--- config.mk ---
export PLATFORM = sky130hd
export DESIGN_NAME = control_sequencer_flat
export DESIGN_NICKNAME = d
export VERILOG_FILES = /design/src/rtl/minisrc_pkg.sv /design/src/rtl/control_sequencer_if.sv /design/src/rtl/cu_decoder.sv /design/src/rtl/control_sequencer.sv /design/src/flat_wrapper.sv
export SDC_FILE = /design/constraint.sdc
export NUM_CORES = 1
export LEC_CHECK = 0
export BUFFER_PORTS_ARGS = -buffer_cell sky130_fd_sc_hd__clkbuf_2
export CAP_MARGIN = 40
export CORE_MARGIN = 2
export CORE_UTILIZATION = 50
export DETAILED_ROUTE_END_ITERATION = 12
export PLACE_DENSITY_LB_ADDON = 0.25
export SLEW_MARGIN = 5
export SYNTH_ARGS = -nofsm -noshare
export SYNTH_HDL_FRONTEND = slang
export SYNTH_SLANG_ARGS = --single-unit
--- constraint.sdc ---
create_clock -name clk -period 2.75 [get_ports clk]
set_input_delay 0.275 -clock clk [delete_from_list [all_inputs] [get_ports clk]]
set_output_delay 0.275 -clock clk [all_outputs]
set_load 0.005 [all_outputs]
--- src/rtl/minisrc_pkg.sv ---
// Shared Mini SRC definitions: opcodes, ALU codes, sequencer states, instruction classes
// and the packed control word driven onto the datapath.
package minisrc_pkg;

    localparam logic [4:0] OpLd   = 5'b00000;
    localparam logic [4:0] OpLdi  = 5'b00001;
    localparam logic [4:0] OpSt   = 5'b00010;
    localparam logic [4:0] OpAdd  = 5'b00011;
    localparam logic [4:0] OpSub  = 5'b00100;
    localparam logic [4:0] OpAnd  = 5'b00101;
    localparam logic [4:0] OpOr   = 5'b00110;
    localparam logic [4:0] OpRor  = 5'b00111;
    localparam logic [4:0] OpRol  = 5'b01000;
    localparam logic [4:0] OpShr  = 5'b01001;
    localparam logic [4:0] OpShra = 5'b01010;
    localparam logic [4:0] OpShl  = 5'b01011;
    localparam logic [4:0] OpAddi = 5'b01100;
    localparam logic [4:0] OpAndi = 5'b01101;
    localparam logic [4:0] OpOri  = 5'b01110;
    localparam logic [4:0] OpDiv  = 5'b01111;
    localparam logic [4:0] OpMul  = 5'b10000;
    localparam logic [4:0] OpNeg  = 5'b10001;
    localparam logic [4:0] OpNot  = 5'b10010;
    localparam logic [4:0] OpBr   = 5'b10011;
    localparam logic [4:0] OpJr   = 5'b10100;
    localparam logic [4:0] OpJal  = 5'b10101;
    localparam logic [4:0] OpIn   = 5'b10110;
    localparam logic [4:0] OpOut  = 5'b10111;
    localparam logic [4:0] OpMfhi = 5'b11000;
    localparam logic [4:0] OpMflo = 5'b11001;
    localparam logic [4:0] OpNop  = 5'b11010;
    localparam logic [4:0] OpHalt = 5'b11011;

    localparam logic [4:0] AluAdd = 5'b00011;
    localparam logic [4:0] AluAnd = 5'b00101;
    localparam logic [4:0] AluOr  = 5'b00110;

    typedef enum logic [3:0] {
        StT0, StT1, StT2, StT3, StT4, StT5, StT6, StT7, StHalt
    } state_t;

    typedef enum logic [3:0] {
        ClsAlu, ClsAluImm, ClsUnary, ClsMulDiv, ClsLd, ClsLdi, ClsSt, ClsBr,
        ClsJr, ClsJal, ClsMfhi, ClsMflo, ClsIn, ClsOut, ClsNop, ClsHalt
    } cls_t;

    typedef struct packed {
        logic pc_in, ir_in, y_in, z_in, hi_in, lo_in, mar_in, mdr_in, outport_in, inc_pc;
        logic pc_out, zhigh_out, zlow_out, hi_out, lo_out, mdr_out, inport_out, c_out;
        logic read, write, gra, grb, grc, rin, rout, ba_out, con_in, link_in;
        logic [4:0] alu;
        logic run;
    } ctrl_t;

    function automatic ctrl_t fetch_t0();
        ctrl_t c;
        c        = '0;
        c.run    = 1'b1;
        c.pc_out = 1'b1;
        c.mar_in = 1'b1;
        c.inc_pc = 1'b1;
        c.z_in   = 1'b1;
        return c;
    endfunction

endpackage

--- src/rtl/control_sequencer_if.sv ---
// Control bundle between the hardwired control unit (master) and the single-bus datapath.
interface control_sequencer_if;
    logic [31:0] IR_Data;
    logic        CON_out;
    logic PC_in, IR_in, Y_in, Z_in, HI_in, LO_in, MAR_in, MDR_in, OutPort_in, IncPC;
    logic PC_out, Zhigh_out, Zlow_out, HI_out, LO_out, MDR_out, InPort_out, C_out;
    logic Read, Write;
    logic Gra, Grb, Grc, Rin, Rout, BAout, CON_in;
    logic Link_in;
    logic [4:0] alu_instruction_bits;
    logic run;

    modport master (
        input  IR_Data, CON_out,
        output PC_in, IR_in, Y_in, Z_in, HI_in, LO_in, MAR_in, MDR_in, OutPort_in, IncPC,
        output PC_out, Zhigh_out, Zlow_out, HI_out, LO_out, MDR_out, InPort_out, C_out,
        output Read, Write, Gra, Grb, Grc, Rin, Rout, BAout, CON_in, Link_in,
        output alu_instruction_bits, run
    );

    modport slave (
        output IR_Data, CON_out,
        input  PC_in, IR_in, Y_in, Z_in, HI_in, LO_in, MAR_in, MDR_in, OutPort_in, IncPC,
        input  PC_out, Zhigh_out, Zlow_out, HI_out, LO_out, MDR_out, InPort_out, C_out,
        input  Read, Write, Gra, Grb, Grc, Rin, Rout, BAout, CON_in, Link_in,
        input  alu_instruction_bits, run
    );
endinterface

--- src/rtl/cu_decoder.sv ---
// Combinational opcode decode to instruction class and ALU code.
// mul/div decode as nop unless CU_MULDIV_EN is defined.
module cu_decoder
    import minisrc_pkg::*;
(
    input  logic [4:0] opcode,
    output cls_t       cls,
    output logic [4:0] alu
);
    always_comb begin
        cls = ClsNop;
        alu = opcode;
        case (opcode)
            OpAdd, OpSub, OpAnd, OpOr, OpRor, OpRol, OpShr, OpShra, OpShl: cls = ClsAlu;
            OpAddi: begin cls = ClsAluImm; alu = AluAdd; end
            OpAndi: begin cls = ClsAluImm; alu = AluAnd; end
            OpOri:  begin cls = ClsAluImm; alu = AluOr;  end
            OpNeg, OpNot: cls = ClsUnary;
`ifdef CU_MULDIV_EN
            OpMul, OpDiv: cls = ClsMulDiv;
`else
            OpMul, OpDiv: cls = ClsNop;
`endif
            OpLd:   begin cls = ClsLd;  alu = AluAdd; end
            OpLdi:  begin cls = ClsLdi; alu = AluAdd; end
            OpSt:   begin cls = ClsSt;  alu = AluAdd; end
            OpBr:   begin cls = ClsBr;  alu = AluAdd; end
            OpJr:   cls = ClsJr;
            OpJal:  cls = ClsJal;
            OpMfhi: cls = ClsMfhi;
            OpMflo: cls = ClsMflo;
            OpIn:   cls = ClsIn;
            OpOut:  cls = ClsOut;
            OpHalt: cls = ClsHalt;
            default: cls = ClsNop;
        endcase
    end
endmodule

--- src/rtl/control_sequencer.sv ---
// Hardwired Mini SRC control unit: T-state sequencer driving every datapath control.
// Optional CU_MULDIV_EN enables the mul/div sequences (LO at T5, HI at T6).
module control_sequencer
    import minisrc_pkg::*;
#(
    parameter int unsigned MEM_WAIT = 0
) (
    input  logic                 clk,
    input  logic                 clr,
    control_sequencer_if.master  bus
);
    localparam int unsigned CntW = (MEM_WAIT > 0) ? $clog2(MEM_WAIT + 1) : 1;

    cls_t            cls;
    logic [4:0]      dec_alu;
    state_t          state_q, state_d;
    logic [CntW-1:0] cnt_q, cnt_d;
    logic            cnt_done;
    ctrl_t           ctrl;

    cu_decoder u_dec (
        .opcode (bus.IR_Data[31:27]),
        .cls    (cls),
        .alu    (dec_alu)
    );

    assign cnt_done = (cnt_q == CntW'(MEM_WAIT));

    always_ff @(posedge clk) begin
        if (clr) begin
            state_q <= StT0;
            cnt_q   <= '0;
        end else begin
            state_q <= state_d;
            cnt_q   <= cnt_d;
        end
    end

    always_comb begin
        ctrl     = '0;
        ctrl.run = 1'b1;
        state_d  = state_q;
        cnt_d    = '0;
        unique case (state_q)
            StT0: begin ctrl = fetch_t0(); state_d = StT1; end
            StT1: begin
                ctrl.read = 1'b1; ctrl.mdr_in = 1'b1;
                ctrl.zlow_out = (cnt_q == '0); ctrl.pc_in = (cnt_q == '0);
                if (cnt_done) state_d = StT2;
                else cnt_d = cnt_q + CntW'(1);
            end
            StT2: begin ctrl.mdr_out = 1'b1; ctrl.ir_in = 1'b1; state_d = StT3; end
            StT3: begin
                state_d = StT4;
                case (cls)
                    ClsAlu, ClsAluImm: begin ctrl.grb = 1'b1; ctrl.rout = 1'b1; ctrl.y_in = 1'b1; end
                    ClsUnary: begin
                        ctrl.grb = 1'b1; ctrl.rout = 1'b1; ctrl.z_in = 1'b1; ctrl.alu = dec_alu;
                    end
`ifdef CU_MULDIV_EN
                    ClsMulDiv: begin ctrl.gra = 1'b1; ctrl.rout = 1'b1; ctrl.y_in = 1'b1; end
`endif
                    ClsLd, ClsLdi, ClsSt: begin
                        ctrl.grb = 1'b1; ctrl.ba_out = 1'b1; ctrl.y_in = 1'b1;
                    end
                    ClsBr:  begin ctrl.gra = 1'b1; ctrl.rout = 1'b1; ctrl.con_in = 1'b1; end
                    ClsJal: begin ctrl.pc_out = 1'b1; ctrl.link_in = 1'b1; end
                    ClsJr: begin
                        ctrl.gra = 1'b1; ctrl.rout = 1'b1; ctrl.pc_in = 1'b1; state_d = StT0;
                    end
                    ClsMfhi: begin
                        ctrl.hi_out = 1'b1; ctrl.gra = 1'b1; ctrl.rin = 1'b1; state_d = StT0;
                    end
                    ClsMflo: begin
                        ctrl.lo_out = 1'b1; ctrl.gra = 1'b1; ctrl.rin = 1'b1; state_d = StT0;
                    end
                    ClsIn: begin
                        ctrl.inport_out = 1'b1; ctrl.gra = 1'b1; ctrl.rin = 1'b1; state_d = StT0;
                    end
                    ClsOut: begin
                        ctrl.gra = 1'b1; ctrl.rout = 1'b1; ctrl.outport_in = 1'b1; state_d = StT0;
                    end
                    ClsHalt: begin ctrl.run = 1'b0; state_d = StHalt; end
                    // No execute step: this cycle already acts as T0 of the next fetch.
                    default: begin ctrl = fetch_t0(); state_d = StT1; end
                endcase
            end
            StT4: begin
                state_d = StT5;
                case (cls)
                    ClsAlu: begin
                        ctrl.grc = 1'b1; ctrl.rout = 1'b1; ctrl.z_in = 1'b1; ctrl.alu = dec_alu;
                    end
                    ClsAluImm, ClsLd, ClsLdi, ClsSt: begin
                        ctrl.c_out = 1'b1; ctrl.z_in = 1'b1; ctrl.alu = dec_alu;
                    end
                    ClsUnary: begin
                        ctrl.zlow_out = 1'b1; ctrl.gra = 1'b1; ctrl.rin = 1'b1; state_d = StT0;
                    end
`ifdef CU_MULDIV_EN
                    ClsMulDiv: begin
                        ctrl.grb = 1'b1; ctrl.rout = 1'b1; ctrl.z_in = 1'b1; ctrl.alu = dec_alu;
                    end
`endif
                    ClsBr: begin ctrl.pc_out = 1'b1; ctrl.y_in = 1'b1; end
                    ClsJal: begin
                        ctrl.gra = 1'b1; ctrl.rout = 1'b1; ctrl.pc_in = 1'b1; state_d = StT0;
                    end
                    default: state_d = StT0;
                endcase
            end
            StT5: begin
                state_d = StT0;
                case (cls)
                    ClsAlu, ClsAluImm, ClsLdi: begin
                        ctrl.zlow_out = 1'b1; ctrl.gra = 1'b1; ctrl.rin = 1'b1;
                    end
`ifdef CU_MULDIV_EN
                    ClsMulDiv: begin ctrl.zlow_out = 1'b1; ctrl.lo_in = 1'b1; state_d = StT6; end
`endif
                    ClsLd, ClsSt: begin ctrl.zlow_out = 1'b1; ctrl.mar_in = 1'b1; state_d = StT6; end
                    ClsBr: begin
                        ctrl.c_out = 1'b1; ctrl.z_in = 1'b1; ctrl.alu = dec_alu; state_d = StT6;
                    end
                    default: state_d = StT0;
                endcase
            end
            StT6: begin
                state_d = StT0;
                case (cls)
`ifdef CU_MULDIV_EN
                    ClsMulDiv: begin ctrl.zhigh_out = 1'b1; ctrl.hi_in = 1'b1; end
`endif
                    ClsLd: begin
                        ctrl.read = 1'b1; ctrl.mdr_in = 1'b1;
                        if (cnt_done) state_d = StT7;
                        else begin state_d = StT6; cnt_d = cnt_q + CntW'(1); end
                    end
                    ClsSt: begin ctrl.gra = 1'b1; ctrl.rout = 1'b1; ctrl.mdr_in = 1'b1; state_d = StT7; end
                    ClsBr: begin ctrl.zlow_out = 1'b1; ctrl.pc_in = bus.CON_out; end
                    default: state_d = StT0;
                endcase
            end
            StT7: begin
                state_d = StT0;
                case (cls)
                    ClsLd: begin ctrl.mdr_out = 1'b1; ctrl.gra = 1'b1; ctrl.rin = 1'b1; end
                    ClsSt: begin
                        ctrl.write = 1'b1;
                        if (!cnt_done) begin state_d = StT7; cnt_d = cnt_q + CntW'(1); end
                    end
                    default: state_d = StT0;
                endcase
            end
            StHalt: begin ctrl.run = 1'b0; state_d = StHalt; end
            default: state_d = StT0;
        endcase
        if (clr) ctrl = '0;
    end

    assign bus.PC_in                = ctrl.pc_in;
    assign bus.IR_in                = ctrl.ir_in;
    assign bus.Y_in                 = ctrl.y_in;
    assign bus.Z_in                 = ctrl.z_in;
    assign bus.HI_in                = ctrl.hi_in;
    assign bus.LO_in                = ctrl.lo_in;
    assign bus.MAR_in               = ctrl.mar_in;
    assign bus.MDR_in               = ctrl.mdr_in;
    assign bus.OutPort_in           = ctrl.outport_in;
    assign bus.IncPC                = ctrl.inc_pc;
    assign bus.PC_out               = ctrl.pc_out;
    assign bus.Zhigh_out            = ctrl.zhigh_out;
    assign bus.Zlow_out             = ctrl.zlow_out;
    assign bus.HI_out               = ctrl.hi_out;
    assign bus.LO_out               = ctrl.lo_out;
    assign bus.MDR_out              = ctrl.mdr_out;
    assign bus.InPort_out           = ctrl.inport_out;
    assign bus.C_out                = ctrl.c_out;
    assign bus.Read                 = ctrl.read;
    assign bus.Write                = ctrl.write;
    assign bus.Gra                  = ctrl.gra;
    assign bus.Grb                  = ctrl.grb;
    assign bus.Grc                  = ctrl.grc;
    assign bus.Rin                  = ctrl.rin;
    assign bus.Rout                 = ctrl.rout;
    assign bus.BAout                = ctrl.ba_out;
    assign bus.CON_in               = ctrl.con_in;
    assign bus.Link_in              = ctrl.link_in;
    assign bus.alu_instruction_bits = ctrl.alu;
    assign bus.run                  = ctrl.run;
endmodule

--- src/flat_wrapper.sv ---
// flat-port wrapper written by rule: the top's interface ports become plain ports
module control_sequencer_flat import minisrc_pkg::*;
#(
    parameter int unsigned MEM_WAIT = 0
)
  (clk, clr, bus_IR_Data, bus_CON_out, bus_PC_in, bus_IR_in, bus_Y_in, bus_Z_in, bus_HI_in, bus_LO_in, bus_MAR_in, bus_MDR_in, bus_OutPort_in, bus_IncPC, bus_PC_out, bus_Zhigh_out, bus_Zlow_out, bus_HI_out, bus_LO_out, bus_MDR_out, bus_InPort_out, bus_C_out, bus_Read, bus_Write, bus_Gra, bus_Grb, bus_Grc, bus_Rin, bus_Rout, bus_BAout, bus_CON_in, bus_Link_in, bus_alu_instruction_bits, bus_run);
  control_sequencer_if bus_i ();
  input  logic clk;
  input  logic clr;
  input wire logic [$bits(bus_i.IR_Data)-1:0] bus_IR_Data;
  input wire logic [$bits(bus_i.CON_out)-1:0] bus_CON_out;
  output wire logic [$bits(bus_i.PC_in)-1:0] bus_PC_in;
  output wire logic [$bits(bus_i.IR_in)-1:0] bus_IR_in;
  output wire logic [$bits(bus_i.Y_in)-1:0] bus_Y_in;
  output wire logic [$bits(bus_i.Z_in)-1:0] bus_Z_in;
  output wire logic [$bits(bus_i.HI_in)-1:0] bus_HI_in;
  output wire logic [$bits(bus_i.LO_in)-1:0] bus_LO_in;
  output wire logic [$bits(bus_i.MAR_in)-1:0] bus_MAR_in;
  output wire logic [$bits(bus_i.MDR_in)-1:0] bus_MDR_in;
  output wire logic [$bits(bus_i.OutPort_in)-1:0] bus_OutPort_in;
  output wire logic [$bits(bus_i.IncPC)-1:0] bus_IncPC;
  output wire logic [$bits(bus_i.PC_out)-1:0] bus_PC_out;
  output wire logic [$bits(bus_i.Zhigh_out)-1:0] bus_Zhigh_out;
  output wire logic [$bits(bus_i.Zlow_out)-1:0] bus_Zlow_out;
  output wire logic [$bits(bus_i.HI_out)-1:0] bus_HI_out;
  output wire logic [$bits(bus_i.LO_out)-1:0] bus_LO_out;
  output wire logic [$bits(bus_i.MDR_out)-1:0] bus_MDR_out;
  output wire logic [$bits(bus_i.InPort_out)-1:0] bus_InPort_out;
  output wire logic [$bits(bus_i.C_out)-1:0] bus_C_out;
  output wire logic [$bits(bus_i.Read)-1:0] bus_Read;
  output wire logic [$bits(bus_i.Write)-1:0] bus_Write;
  output wire logic [$bits(bus_i.Gra)-1:0] bus_Gra;
  output wire logic [$bits(bus_i.Grb)-1:0] bus_Grb;
  output wire logic [$bits(bus_i.Grc)-1:0] bus_Grc;
  output wire logic [$bits(bus_i.Rin)-1:0] bus_Rin;
  output wire logic [$bits(bus_i.Rout)-1:0] bus_Rout;
  output wire logic [$bits(bus_i.BAout)-1:0] bus_BAout;
  output wire logic [$bits(bus_i.CON_in)-1:0] bus_CON_in;
  output wire logic [$bits(bus_i.Link_in)-1:0] bus_Link_in;
  output wire logic [$bits(bus_i.alu_instruction_bits)-1:0] bus_alu_instruction_bits;
  output wire logic [$bits(bus_i.run)-1:0] bus_run;
  assign bus_i.IR_Data = bus_IR_Data;
  assign bus_i.CON_out = bus_CON_out;
  assign bus_PC_in = bus_i.PC_in;
  assign bus_IR_in = bus_i.IR_in;
  assign bus_Y_in = bus_i.Y_in;
  assign bus_Z_in = bus_i.Z_in;
  assign bus_HI_in = bus_i.HI_in;
  assign bus_LO_in = bus_i.LO_in;
  assign bus_MAR_in = bus_i.MAR_in;
  assign bus_MDR_in = bus_i.MDR_in;
  assign bus_OutPort_in = bus_i.OutPort_in;
  assign bus_IncPC = bus_i.IncPC;
  assign bus_PC_out = bus_i.PC_out;
  assign bus_Zhigh_out = bus_i.Zhigh_out;
  assign bus_Zlow_out = bus_i.Zlow_out;
  assign bus_HI_out = bus_i.HI_out;
  assign bus_LO_out = bus_i.LO_out;
  assign bus_MDR_out = bus_i.MDR_out;
  assign bus_InPort_out = bus_i.InPort_out;
  assign bus_C_out = bus_i.C_out;
  assign bus_Read = bus_i.Read;
  assign bus_Write = bus_i.Write;
  assign bus_Gra = bus_i.Gra;
  assign bus_Grb = bus_i.Grb;
  assign bus_Grc = bus_i.Grc;
  assign bus_Rin = bus_i.Rin;
  assign bus_Rout = bus_i.Rout;
  assign bus_BAout = bus_i.BAout;
  assign bus_CON_in = bus_i.CON_in;
  assign bus_Link_in = bus_i.Link_in;
  assign bus_alu_instruction_bits = bus_i.alu_instruction_bits;
  assign bus_run = bus_i.run;
  control_sequencer #(.MEM_WAIT(MEM_WAIT)) u_core (.clk(clk), .clr(clr), .bus(bus_i));
endmodule
==> results by group, run 1 <==
Final layout
  – Layout Nets: 257
  – Largest regs: u_core.state_q x4
  – Reg area: 81.3 µm²
  – Final Util: 58.9%
  – Final instance area: 0.00147 mm²
  – Syn-to-layout area delta: 10.2%
  – # diodes: 0
  – Final Non-Filler Cells: 250
  – Footprint of the multi-input gates: 0.00109 mm²
  – Layout cells sized above 1: 28.6%
  – Max reg flops: 4
  – Reg with most FFs: u_core.state_q
  – Fillers: 246

Pwr
  – Worst IR drop on VDD: 0.000210 V
  – Lkg Pwr: 0.583 nW
  – Tot Pwr: 0.331 mW
  – Power per Cell Area: 225 mW/mm²

Synth
  – Seq/Total Area, Yosys: 6.00%
  – Post-synthesis adder-cell area fraction: 0%
  – Post-synthesis register bit count: 4
  – Synth Area in Compound Gates: 34.7%
  – Yosys warnings: 0
  – Largest area contributor in the netlist: dfxtp_1
  – Post-synthesis async set-or-reset flop share: 0%
  – Ys flop type: dfxtp_1
  – Mapped Cells: 197
  – Mapped Area: 0.00134 mm²
  – Simple logic cell fraction of the synthesized area: 43.6%
  – Synth area leaders: dfxtp_1, nor2_1, a21oi_1, buf_4, nand2_1
  – Synth Area in XOR/XNOR: 1.22%
  – Mux share of post-synthesis cell area: 1.69%
  – Number of synthesized flops with an enable pin: 0
  – Synth top area share: 6.00%
  – Largest family of logic cells by synthesized area: simple AND/OR/NAND/NOR gates
  – Syn avg cell area: 6.78 µm²
  – Distinct cells, synth: 63

Timing
  – Fmax: 400 MHz
  – Slew HR: 54.8%
  – Final Hold Vio Count: 0
  – Final Setup Violations: 0
  – Total negative slack: 0 ns
  – RSZ-0062 raised after global routing: false
  – Final Worst Setup Slack: 0.248 ns
  – Worst-margin pin slew: 0.676 ns
  – Final period util: 91.0%
  – Min Hold Slack: 0.540 ns
  – Clock Skew: 0.00780 ns
  – Minimum clock period: 2.50 ns
  – Max-slew violations: 0

Detailed routing
  – Wirelength, routed: 3990 µm
  – Iter 0 DRT Violations: 92
  – Vias: 1666
  – Top layer in use: met4
  – Routed wl met2: 1850 µm
  – Drt pass-1 iters: 6
  – Metal1 wirelength: 1620 µm
  – Drt drc: 0
  – Vias per cell: 6.66
  – Drt wl/cell: 15.9 µm
  – Met3 wire length: 462 µm
  – ANT nets after route: 0

Placement
  – Hpwl dp: 2870 µm
  – Placed instance area: 0.00145 mm²
  – IO buf count: 38
  – Dpl cells: 247
  – Setup WS pre-CTS: 0.448 ns
  – GP Congestion: 0.945

Setup path
  – CP Class: reg -> out
  – Critical path fanouts, max: 15
  – CP required: 2.48 ns
  – Critical Path Sink Type: primary output
  – Worst reg-to-reg path cell count: 4
  – WP data arrival: 2.23 ns
  – Crit start category: flop

Job
  – Max-cap viol count: 0

Status
  – Outcome: finished clean

Floorplanning
  – Die width: 55.7 µm
  – Row count: 18
  – Vert. Die Dim: 55.7 µm
  – Die area: 0.00310 mm²
  – Initial Utilization: 53.4%
  – Core area: 0.00250 mm²
  – IO Pins: 69

Clock network
  – Number of hold buffers added after CTS: 0
  – TritonCTS Sinks: 4
  – Clock Pin Slew Worst Setup and Hold Paths: 0.04 ns
  – Clock latency on the worst-skew pair: 0.25 ns
  – Bufs on Longest Clock Path: 2
  – Clock buffer count from CTS: 3
  – Htree depth: 1
  – CTS tree: done
  – CTS Root Cell: clkbuf_4

Hold path
  – HP Class: in -> reg
  – Worst Hold Path Cells: 4

GRT
  – Largest net degree at the start of global routing: 26
  – First-pass GRT wire length: 6700 µm
  – Grt total ovfl: 0
  – Gr usage total: 25.6%
  – Initial antenna violation count: 0
  – Vias in the first global route: 1444
[cell type report]
cell class                      instances  share of cell area [%]
Tap cell                               30                    2.55
Inverter                                4                    1.02
Clock buffer                            3                    1.53
Timing Repair Buffer                   42                    15.0
Multi-Input combinational cell        167                    74.4
Sequential cell                         4                    5.53
[placed cells by master (no fill, tap or decap), types with 2 or more instances in the layout]
cell type and instances:
o21bai_1 3, and2_1 5, o211ai_1 2, a22oi_1 2
nand2b_1 6, a21oi_1 13, a31oi_1 6, a211o_1 2
nor4_1 3, nor3_1 4, nand3_1 7, nor3b_2 2
buf_4 4, nor2b_1 7, and3_1 6, o21ai_0 7
o21a_1 2, conb_1 3, a21oi_2 2, dfxtp_1 3
nor2_1 21, clkbuf_2 38, or2_1 2, a221oi_1 3
nand4_1 3, nand2_1 13, o32ai_1 2, or3_1 4
nand3b_1 3, mux2_2 2, a21boi_1 2, a32oi_1 2
inv_1 4, clkbuf_4 3, o311a_1 2
[per-layer routing]
metal  GRT usage (%)  vias up
met1            35.7      755
met2            40.8      116
li1                -      787
met5               0        -
met3            3.02        8
met4            8.36        0
[timing repair]
item,in CTS,in global routing
setup buffers,0,0
endpoints found under the setup margin,0,1
gates resized for setup,0,1
[final timing paths]
check | endpoint | start | slack, ns
hold reg to reg | u_core.state_q[3] | u_core.state_q[2] | 0.74
hold / removal | u_core.state_q[2] | clr | 0.54
setup / recovery | bus_alu_instruction_bits[4] | u_core.state_q[1] | 0.25
setup reg to reg | u_core.state_q[0] | u_core.state_q[1] | 0.98
[cell usage after synthesis, drive strengths merged, types with 3 or more instances]
| master | n |
|---|---|
| inv | 4 |
| nor4 | 3 |
| nand2 | 15 |
| and3 | 6 |
| nand2b | 6 |
| or3 | 4 |
| or2 | 3 |
| buf | 20 |
| and2 | 5 |
| nand3b | 3 |
| nand3 | 7 |
| nor2 | 21 |
| a221oi | 3 |
| nor2b | 7 |
| a31oi | 6 |
| nand4 | 3 |
| a21oi | 15 |
| nor3 | 5 |
| o21ai | 8 |
| clkbuf | 4 |
| dfxtp | 4 |
| o21bai | 3 |
[worst max-delay path, stage by stage (launching register included)]
cell	delay (ns)
dfxtp_1	0.46
buf_4	0.25
and4bb_1	0.30
nand4_1	0.22
a311oi_2	0.40
nor3b_2	0.22
clkbuf_2	0.13
[where the power goes]
group / leakage [nW] / internal [mW] / total [mW] / switching, mW
Clock: 0.0138 / 0.0491 / 0.0777 / 0.0285
Sequential: 0.0333 / 0.0624 / 0.0803 / 0.0179
Combinational: 0.536 / 0.0686 / 0.173 / 0.105
Total: 0.583 / 0.180 / 0.331 / 0.151
[cell families after synthesis]
kind of cell	count (synthesis)
AND/OR/NAND/NOR	98
AO/OA/AOI/OAI	63
buffers and inverters	28
flip-flops	4
multiplexers	2
XOR/XNOR	1
other	1
No activity file was read; power rests on OpenSTA's default activity.
==> run 2: changes to the inputs <==
ABC_CLOCK_PERIOD_IN_PS = 2750   (was not set)
BUFFER_PORTS_ARGS = -buffer_cell sky130_fd_sc_hd__buf_2   (was -buffer_cell sky130_fd_sc_hd__clkbuf_2)
SLEW_MARGIN = not set   (was 5)
==> results by group, run 2 (synthesized netlist as in run 1, its figures left out) <==
Setup path
  – CP Capture Point: bus_alu_instruction_bits[4]
  – RR Endpoint: u_core.state_q[3]
  – CP peak stage delay: 0.73 ns
  – Worst reg-to-reg path cell count: 4
  – Critical Path Sink Type: primary output
  – Worst Setup SP: u_core.state_q[2]
  – Critical path fanouts, max: 21
  – WP data arrival: 2.25 ns
  – CP required: 2.48 ns
  – Worst R2R Start: u_core.state_q[0]
  – CP Cell Sequence: nor4b_4 -> nand2_2 -> a311oi_2 -> nor3b_2 -> buf_2
  – R2r setup slk: 1.00 ns
  – CP max stage cell: dfxtp_1
  – CP Class: reg -> out
  – Crit start category: flop

Pwr
  – Power per Cell Area: 223 mW/mm²
  – Lkg Pwr: 0.595 nW
  – Sequential power share: 24.5%
  – Switching share of power: 45.0%
  – Power Internal: 0.178 mW
  – Worst IR drop on VDD: 0.000274 V
  – Gate power share: 52.6%
  – Switching pwr: 0.146 mW
  – Tot Pwr: 0.324 mW
  – Clock power frac: 22.8%

Placement
  – Placed instance area: 0.00143 mm²
  – GP Congestion: 0.925
  – IO buf count: 38
  – Hpwl dp: 2780 µm

Timing
  – Minimum clock period: 2.52 ns
  – Max-slew violations: 0
  – Fmax: 397 MHz
  – Final Setup Violations: 0
  – Total negative slack: 0 ns
  – Final Hold Vio Count: 0
  – Worst-margin pin slew: 0.658 ns
  – Clock Skew: 0.00271 ns
  – Final period util: 91.7%
  – Slew HR: 56.1%
  – RSZ-0062 raised after global routing: false

Clock network
  – TritonCTS Sinks: 4
  – Post-CTS sizing: 0
  – CTS tree: done
  – CTS Root Cell: clkbuf_4
  – Clock latency on the worst-skew pair: 0.24 ns
  – Number of hold buffers added after CTS: 0
  – Bufs on Longest Clock Path: 2
  – Clock Pin Slew Worst Setup and Hold Paths: 0.04 ns
  – Clock buffer count from CTS: 3
  – Setup bufs post-CTS: 0
  – Htree depth: 1

Floorplanning
  – Row count: 18
  – Initial Utilization: 53.4%
  – Die width: 55.7 µm
  – Core area: 0.00250 mm²
  – Vert. Die Dim: 55.7 µm
  – Die area: 0.00310 mm²
  – IO Pins: 69

GRT
  – Initial antenna violation count: 0
  – Vias in the first global route: 1397
  – First-pass GRT wire length: 6420 µm
  – Gr usage total: 24.1%
  – Largest net degree at the start of global routing: 32
  – Grt total ovfl: 0

Final layout
  – Layout cells sized above 1: 27.5%
  – Final instance area: 0.00146 mm²
  – Reg with most FFs: u_core.state_q
  – Fillers: 255
  – # diodes: 0
  – Layout Nets: 255
  – Largest regs: u_core.state_q x4
  – Syn-to-layout area delta: 9.00%
  – Most frequent cells in the layout: buf_2, nor2_1, nand2_1, a21oi_1
  – Commonest non-fill, non-tap cell in the layout: buf_2
  – Max reg flops: 4

Job
  – Max-cap viol count: 0

Hold path
  – HP Class: in -> reg

Detailed routing
  – Drt wl/cell: 15.5 µm
  – Met3 wire length: 390 µm
  – Metal1 wirelength: 1690 µm
  – Wirelength, routed: 3850 µm
  – Drt drc: 0
  – ANT nets after route: 0
  – Drt pass-1 iters: 5
  – Vias: 1621
  – Routed wl met2: 1750 µm
  – Iter 0 DRT Violations: 88
  – Vias per cell: 6.54
  – Top layer in use: met4

Status
  – Outcome: finished clean
run 2: cell types whose count changed in the layout (fill, tap and decap cells not counted), sizes merged:
| cell | delta |
|---|---|
| clkbuf | -38 |
| buf | +36 |
run 2: how the worst min path moves through the flow:
stage | from | end | slack [ns] | cells after the start
6_report | clr | u_core.state_q[2] | 0.52 | 4
5_1_grt | clr | u_core.state_q[2] | 0.57 | 4
4_1_cts | clr | u_core.state_q[2] | 0.50 | 4
3_5_place_dp | clr | u_core.state_q[2] | 0.74 | 4
3_3_place_gp | clr | u_core.state_q[2] | 0.75 | 4
2_1_floorplan | clr | u_core.state_q[2] | 0.43 | 3
run 2: critical path: cells and delay by family (launching register included):
| family | cells | cell delay, ns |
|---|---|---|
| flip-flops | 1 | 0.73 |
| AND/OR/NAND/NOR | 3 | 0.76 |
| AO/OA/AOI/OAI | 1 | 0.39 |
| buffers and inverters | 1 | 0.13 |
run 2: final cells by class:
class | count | area [µm²] | area share, %
well taps | 30 | 37.5 | 2.58
flip-flops and latches | 4 | 80.1 | 5.50
repair buffers | 40 | 205 | 14.1
multi-input cells | 167 | 1090 | 75.2
clock buffers | 3 | 22.5 | 1.55
inverters | 4 | 15.0 | 1.03
run 2: power by group through the flow:
stage	Clock (mW)	Sequential (mW)	Combinational (mW)
detailed placement	0	0.0802	0.168
finish	0.0740	0.0795	0.170
global route	0.0826	0.0810	0.186
global placement	0	0.0796	0.163
CTS	0.0756	0.0790	0.168
floorplan	0	0.0673	0.150
run 2: metal layers:
layer / up-vias / GRT usage [%]
li1: 785 / -
met1: 720 / 35.0
met2: 110 / 38.4
met3: 6 / 3.02
met4: 0 / 4.18
met5: - / 0
run 2: metrics by stage:
step           hold slack [ns]  util [%]  setup WS (ns)  std cells
5_1_grt                  0.565      58.2         0.0255        248
2_1_floorplan            0.431         -           1.05        199
4_1_cts                  0.500      58.2          0.223        248
3_3_place_gp             0.746      57.3          0.546        245
6_report                 0.520      58.2          0.228        248
3_5_place_dp             0.744      57.3          0.490        245
